File: config.mk
export PLATFORM = sky130hd
export DESIGN_NAME = spi_rcv
export DESIGN_NICKNAME = d
export VERILOG_FILES = /design/src/rtl/spi_rcv.sv
export SDC_FILE = /design/constraint.sdc
export NUM_CORES = 1
export LEC_CHECK = 0
export CAP_MARGIN = 15
export CORE_MARGIN = 5
export CORE_UTILIZATION = 47
export CTS_BUF_LIST = sky130_fd_sc_hd__clkbuf_8
export DETAILED_ROUTE_END_ITERATION = 10
export GPL_TIMING_DRIVEN = 0
export PLACE_DENSITY_LB_ADDON = 0.12
export SLEW_MARGIN = 10
export SYNTH_ARGS = -nofsm -noshare
export SYNTH_HDL_FRONTEND = slang
export SYNTH_SLANG_ARGS = --single-unit
File: constraint.sdc
create_clock -name clk_in -period 1.43 [get_ports clk_in]
set_input_delay 0.3575 -clock clk_in [delete_from_list [all_inputs] [get_ports clk_in]]
set_output_delay 0.3575 -clock clk_in [all_outputs]
set_load 0.005 [all_outputs]
File: src/rtl/spi_rcv.sv
// SPI slave receiver: oversamples SCLK/SEL/DATA with clk_in and shifts in MSB-first words
// on rising SCLK while SEL is low, emitting one-cycle valid/error strobes.
module spi_rcv #(
    parameter int MESSAGE_WIDTH  = 8,
    parameter int WORD_CNT_WIDTH = 8
) (
    input  logic                      clk_in,
    input  logic                      rst_in,
    input  logic                      clk_spi_in,
    input  logic                      sel_in,
    input  logic                      data_in,
    output logic [MESSAGE_WIDTH-1:0]  data_out,
    output logic                      valid_out,
    output logic                      error_out,
    output logic                      busy_out,
    output logic [WORD_CNT_WIDTH-1:0] word_cnt_out
);

    localparam int CNT_W = $clog2(MESSAGE_WIDTH);
    localparam logic [CNT_W-1:0] LAST_BIT = CNT_W'(MESSAGE_WIDTH - 1);

    typedef enum logic [1:0] {
        WAIT_HIGH,
        IDLE,
        RECV
    } state_t;

    state_t                    state_q, state_d;
    logic [2:0]                sclk_sync_q, sclk_sync_d;
    logic [2:0]                sel_sync_q, sel_sync_d;
    logic [1:0]                data_sync_q, data_sync_d;
    logic [1:0]                settle_q, settle_d;
    logic [MESSAGE_WIDTH-1:0]  shift_q, shift_d;
    logic [CNT_W-1:0]          bit_cnt_q, bit_cnt_d;
    logic [MESSAGE_WIDTH-1:0]  data_q, data_d;
    logic                      valid_q, valid_d;
    logic                      error_q, error_d;
    logic                      busy_q, busy_d;
    logic [WORD_CNT_WIDTH-1:0] word_cnt_q, word_cnt_d;

    logic sclk_rise, sel_rise, sel_fall;

    // Index 1 is the synchronized level, index 2 the previous one used for edge detection.
    assign sclk_rise = sclk_sync_q[1] & ~sclk_sync_q[2];
    assign sel_rise  = sel_sync_q[1] & ~sel_sync_q[2];
    assign sel_fall  = ~sel_sync_q[1] & sel_sync_q[2];

    always_comb begin
        sclk_sync_d = {sclk_sync_q[1:0], clk_spi_in};
        sel_sync_d  = {sel_sync_q[1:0], sel_in};
        data_sync_d = {data_sync_q[0], data_in};
        settle_d    = {settle_q[0], 1'b1};
        state_d     = state_q;
        shift_d     = shift_q;
        bit_cnt_d   = bit_cnt_q;
        data_d      = data_q;
        word_cnt_d  = word_cnt_q;
        valid_d     = 1'b0;
        error_d     = 1'b0;
        case (state_q)
            // The synchronizers hold forced idle levels just after reset; settle_q keeps
            // those from being mistaken for a genuinely high SEL.
            WAIT_HIGH: begin
                if (settle_q[1] && sel_sync_q[1]) begin
                    state_d = IDLE;
                end
            end
            IDLE: begin
                if (sel_fall) begin
                    shift_d    = '0;
                    bit_cnt_d  = '0;
                    word_cnt_d = '0;
                    state_d    = RECV;
                end
            end
            RECV: begin
                if (sel_rise) begin
                    error_d   = (bit_cnt_q != '0);
                    bit_cnt_d = '0;
                    state_d   = IDLE;
                end else if (sclk_rise && !sel_sync_q[1]) begin
                    shift_d = {shift_q[MESSAGE_WIDTH-2:0], data_sync_q[1]};
                    if (bit_cnt_q == LAST_BIT) begin
                        data_d     = shift_d;
                        valid_d    = 1'b1;
                        bit_cnt_d  = '0;
                        word_cnt_d = word_cnt_q + WORD_CNT_WIDTH'(1);
                    end else begin
                        bit_cnt_d = bit_cnt_q + CNT_W'(1);
                    end
                end
            end
            default: state_d = WAIT_HIGH;
        endcase
        busy_d = (state_d == RECV);
    end

    always_ff @(posedge clk_in) begin
        if (rst_in) begin
            state_q     <= WAIT_HIGH;
            sclk_sync_q <= '1;
            sel_sync_q  <= '1;
            data_sync_q <= '1;
            settle_q    <= '0;
            bit_cnt_q   <= '0;
            data_q      <= '0;
            valid_q     <= 1'b0;
            error_q     <= 1'b0;
            busy_q      <= 1'b0;
            word_cnt_q  <= '0;
        end else begin
            state_q     <= state_d;
            sclk_sync_q <= sclk_sync_d;
            sel_sync_q  <= sel_sync_d;
            data_sync_q <= data_sync_d;
            settle_q    <= settle_d;
            bit_cnt_q   <= bit_cnt_d;
            data_q      <= data_d;
            valid_q     <= valid_d;
            error_q     <= error_d;
            busy_q      <= busy_d;
            word_cnt_q  <= word_cnt_d;
        end
    end

    always_ff @(posedge clk_in) begin
        shift_q <= shift_d;
    end

    assign data_out     = data_q;
    assign valid_out    = valid_q;
    assign error_out    = error_q;
    assign busy_out     = busy_q;
    assign word_cnt_out = word_cnt_q;

endmodule

### Word level (Yosys, flattened, before mapping)

Cells that the tools add are included.
W data, S select, Z words.

| cells by class | value |
|---|---|
| $add $sub $neg | 2 |
| reductions and logical operators | 12 |
| equality and inequality tests | 9 |
| mux-type cells | 19 |
| bitwise operators | 9 |

Operator list:

| operator | number |
|---|---|
| $mux W8 | 4 |
| $pmux W8 S2 | 1 |
| $mux W7 | 2 |
| $pmux W7 S2 | 1 |
| $mux W3 | 4 |
| $add A8 B1 Y8 const B | 1 |
| $ne A2 B2 Y1 const B | 4 |
| $reduce_and A4 Y1 | 2 |
| $mux W2 | 3 |
| $not A1 Y1 | 6 |
| $pmux W2 S3 | 1 |
| $pmux W3 S2 | 1 |
| $reduce_and A5 Y1 | 1 |
| $eq A2 B2 Y1 const B | 2 |
| $reduce_or A4 Y1 | 1 |
| $add A3 B1 Y3 const B | 1 |
| $and A1 B1 Y1 | 3 |
| $eq A3 B3 Y1 const B | 1 |
| $ne A3 B3 Y1 const B | 1 |
| $reduce_and A3 Y1 | 1 |
| $reduce_bool A3 Y1 | 1 |
| $reduce_or A3 Y1 | 1 |
| $eq A2 B1 Y1 const B | 1 |
| $logic_and A1 B1 Y1 | 2 |
| other kinds (4) | 5 |

| storage, ports and cells | value |
|---|---|
| output and inout port bits | 19 |
| bits of input ports | 5 |
| flip-flop bits (word level) | 41 |
| logic and storage cells | 64 |

### Longest topological paths before layout

| logic depth | value |
|---|---|
| depth in word-level cells | 6 |
| depth in mapped cells | 7 |
| gate-level depth less buffers | 5 |

### Worst setup path after synthesis

OpenSTA, ideal clock, no wires.

| timing | value |
|---|---|
| kind | flip-flop to flip-flop |
| from | register bit_cnt_q[0] |
| to | register word_cnt_q[1] (netlist: word_cnt_out[1]) |
| slack | -0.081 ns |
| library setup time | 0.070 ns |
| path buffers | 1 |
| arrival | 1.441 ns |
| period minus slack after synthesis | 1.511 ns |
| stages on the path, launching flop included | 7 |
| data required time | 1.360 ns |
| cell sequence | dfxtp_1 ha_1 ha_1 and3_1 buf_2 or3b_1 a21oi_1 |

| on the way | value |
|---|---|
| longest elaborated chain between the ends | 3 |

RTL lines:

| what | RTL line | text |
|---|---|---|
| start: declaration | 34 | `logic [CNT_W-1:0] bit_cnt_q, bit_cnt_d;` |
| start signal: assignment | 117 | `bit_cnt_q <= bit_cnt_d;` |
| $eq A3 B3 Y1 | 83 | `if (bit_cnt_q == LAST_BIT) begin` |
| $ne A2 B2 Y1 (no source line) | - |  |
| $reduce_and A5 Y1 (no source line) | - |  |
| end signal: assignment | 122 | `word_cnt_q <= word_cnt_d;` |
| end: declaration | 39 | `logic [WORD_CNT_WIDTH-1:0] word_cnt_q, word_cnt_d;` |

No other way between the ends.
A chain may end at the register's enable or synchronous reset.

### Worst setup path after layout

| timing | value |
|---|---|
| from | register sel_sync_q[1] |
| to | register bit_cnt_q[1] |

| on the way | value |
|---|---|
| longest elaborated chain between the ends | 4 |
| elaborated cells on any way between the ends | 10 |
| those cells by class | 2 x eq/ne; 2 x mux; 3 x bitwise; 3 x reduce/logical |

RTL lines:

| what | RTL line | text |
|---|---|---|
| start: declaration | 30 | `logic [2:0] sel_sync_q, sel_sync_d;` |
| start signal: assignment | 114 | `sel_sync_q <= sel_sync_d;` |
| $not A1 Y1 / $logic_not A1 Y1 (equally long branches) | 46, 81 |  |
| $and A1 B1 Y1 / $logic_and A1 B1 Y1 (equally long branches) | 46, 81 |  |
| $ne A2 B2 Y1 (no source line) / $ne A3 B3 Y1 (equally long branches) | - |  |
| $reduce_and A3 Y1 (no source line) | - |  |

Parallel ways exist; a longest one is shown, timed or not.

==> results.sh <==
export IMPL_wl_mm=3.06
export IMPL_r2r_end="bit_cnt_q[1]$_SDFFE_PP0P_"
export IMPL_yosys_warnings=0
export IMPL_yosysSeqAreaShare=0.564
export IMPL_grt_pass1_vias=1162
export IMPL_finalNetCount=203
export IMPL_ys_types=37
export IMPL_syn_area_mm2=0.00158
export IMPL_firstDrtPassIters=4
export IMPL_cp_end_kind="flop"
export IMPL_syn2layout_area_growth_pct=37.8
export IMPL_num_rows=21
export IMPL_synth_top_area_cell="dfxtp_1"
export IMPL_p_total_mw=2.04
export IMPL_violations="setup timing"
export IMPL_hold_start="data_sync_q[0]$_SDFF_PP1_"
export IMPL_synth_avg_cell_area_um2=10.5
export IMPL_rsz0062_at_grt="true"
export IMPL_place_congestion=0.770
export IMPL_synth_ff_type="dfxtp_1"
export IMPL_power_density_mw_per_mm2=937
export IMPL_start_util=0.481
export IMPL_crit_path_start_kind="flop"
export IMPL_yosysMostFrequentCell="dfxtp_1"
export IMPL_synth_edf_count=7
export IMPL_r2r_start="sel_sync_q[1]$_SDFF_PP1_"
export IMPL_async_flop_share=0
export IMPL_finalHoldViolCount=0
export IMPL_maxSlewViolCount=0
export IMPL_grt_pass1_wl_mm=5.18
export IMPL_fin_setup_tns_ns=-0.235
export IMPL_cts_sinks=41
export IMPL_finalCritPeriodShare=1.05
export IMPL_cp_arrival_ns=1.72
export IMPL_root_buffer="clkbuf_8"
export IMPL_drt_iter0_drc=89
export IMPL_synth_top_area_share=0.431
export IMPL_dieWidth_um=68.0
export IMPL_num_antenna_cells=0
export IMPL_max_freq_mhz=665
export IMPL_ir_worst_vdd_uv=691
export IMPL_place_hpwl_mm=2.04
export IMPL_wl_per_cell_um=12.7
export IMPL_grt_max_degree=14
export IMPL_via_count=1213
export IMPL_grt_use_total=0.152
export IMPL_portBuffers=23
export IMPL_worstHoldPathCells=1
export IMPL_outcome="finished with violations"
export IMPL_cts_tree="built"
export IMPL_clockBufferDepth=2
export IMPL_reg2reg_slack_ns=-0.07
export IMPL_globalRouteOverflowTotal=0
export IMPL_whs_endpoint="data_sync_q[1]$_SDFF_PP1_"
export IMPL_period_minus_slack_ns=1.50
export IMPL_finalSetupViolations=6
export IMPL_fin_ws_ns=-0.0740
export IMPL_core_area_mm2=0.00328
export IMPL_io_pins=24
export IMPL_synthCells=150
export IMPL_drc_errors=0
export IMPL_vias_per_cell=5.03
export IMPL_finalClockSkew_ns=0.00479
export IMPL_hp_class="reg2reg"
export IMPL_antenna_found_initial=0
export IMPL_cpPeakStageDelay_ns=0.52
export IMPL_die_h_um=68.0
export IMPL_nFillCells=275
export IMPL_cap_violations=0
export IMPL_cp_max_fo=7
export IMPL_p_leak_nw=0.920
export IMPL_detail_route_antenna_nets=0
export IMPL_synthTopCellsByArea="dfxtp_1, edfxtp_1, mux2i_1"
export IMPL_cp_required_ns=1.65
export IMPL_worstPathCellList="and4bb_2 > a211oi_4 > or4b_1 > a21oi_1"
export IMPL_drive_above_1_share=0.303
export IMPL_die_area_mm2=0.00462
export IMPL_worstRegToRegCells=4
export IMPL_synth_common_cells="dfxtp_1, nor2_1, nand2_1"
export IMPL_ys_seq_elements=41
export IMPL_crit_type="reg2reg"
export IMPL_insertion_delay_ns=0.29
export IMPL_worst_slew_pin_slew_ns=0.477
export IMPL_synth_fp_nets=159
export IMPL_cpMaxStageDelayCell="or4b_1"
export IMPL_htreeDepth=2
export IMPL_hold_ws_ns=0.419
export IMPL_clkTransAtPathRegs_ns=0.08
export IMPL_cts_buffers=5
export IMPL_slew_headroom=0.682
[placed cells by master, fill, tap and decap left out, types with 3 or more instances in the layout]
master and n:
buf_4 13, nand2_1 10, a21oi_1 7, clkdlybuf4s50_1 3, or2_2 8, dfxtp_2 12
nor2_1 16, clkbuf_8 6, dlygate4sd2_1 20, mux2i_1 8, o21ai_0 6, a31oi_1 4
edfxtp_1 7, and2_1 8, clkbuf_1 3, dfxtp_4 3, dfxtp_1 19, inv_1 4
[metal layers]
layer,routed length [µm],track usage
met1,1360,0.182
met2,1420,0.247
met3,239,0.0575
met4,44,0.0571
met5,0,0
[critical path, delay by kind of cell, from the launching register on]
family / cells / cell delay, ns
AOI/OAI and AO/OA: 2 / 0.19
DFF: 1 / 0.37
and+or+nand+nor: 2 / 0.87
[through the flow]
stage | std cells | instance area, µm² | setup slack, ns | utilization
final | 241 | 2180 | -0.0740 | 0.662
after global placement | 219 | 1880 | -0.488 | 0.573
after detailed placement | 219 | 1880 | -0.527 | 0.573
after floorplan | 150 | 1600 | -0.00608 | -
after CTS | 237 | 2110 | -0.0656 | 0.643
after global routing | 241 | 2180 | -0.117 | 0.662
[state kept, by name, indices dropped and copies added (netlist names)]
signal,count
shift_q,7
sclk_sync_q,3
state_q,2
error_out,1
data_sync_q,2
settle_q,2
word_cnt_out,8
valid_out,1
sel_sync_q,3
bit_cnt_q,3
data_out,8
busy_out,1
[cells by family after synthesis]
group,synth area share
mux,0.0507
flops,0.564
buf+inv,0.0293
compound gates,0.111
fa+ha+maj,0.0317
simple gates,0.213
[report_power, final]
part           switching (mW)  leakage [nW]  internal, mW
Clock                   0.391        0.0512         0.391
Sequential            0.00996         0.349          1.18
Combinational          0.0318         0.520        0.0328
[how the worst max path moves through the flow]
stage / start / to / cells past startpoint
floorplan: bit_cnt_q[0]$_SDFFE_PP0P_ / word_cnt_out[1]$_SDFFE_PP0P_ / 6
global placement: rst_in / word_cnt_out[7]$_SDFFE_PP0P_ / 6
detailed placement: rst_in / word_cnt_out[7]$_SDFFE_PP0P_ / 6
CTS: sel_sync_q[1]$_SDFF_PP1_ / bit_cnt_q[1]$_SDFFE_PP0P_ / 4
global route: sel_sync_q[1]$_SDFF_PP1_ / bit_cnt_q[1]$_SDFFE_PP0P_ / 4
finish: sel_sync_q[1]$_SDFF_PP1_ / bit_cnt_q[1]$_SDFFE_PP0P_ / 4
[timing repair]
item,in CTS,in global routing
resized for setup,48,3
gates cloned,0,1
setup buffers,11,3
endpoints found under the setup margin,43,23
hold buffers,0,0
pin swaps,6,5
[layout make-up]
type                            instances  area (µm²)  area share
Sequential cell                        41         917       0.422
Multi-Input combinational cell         98         711       0.327
Timing Repair Buffer                   38         339       0.156
Clock buffer                            6        82.6      0.0380
Tap cell                               46        57.6      0.0265
Buffer                                  5        36.3      0.0167
Inverter                                5        18.8     0.00863
Clock inverter                          2        13.8     0.00633
Power figures use the tool's default switching activity.
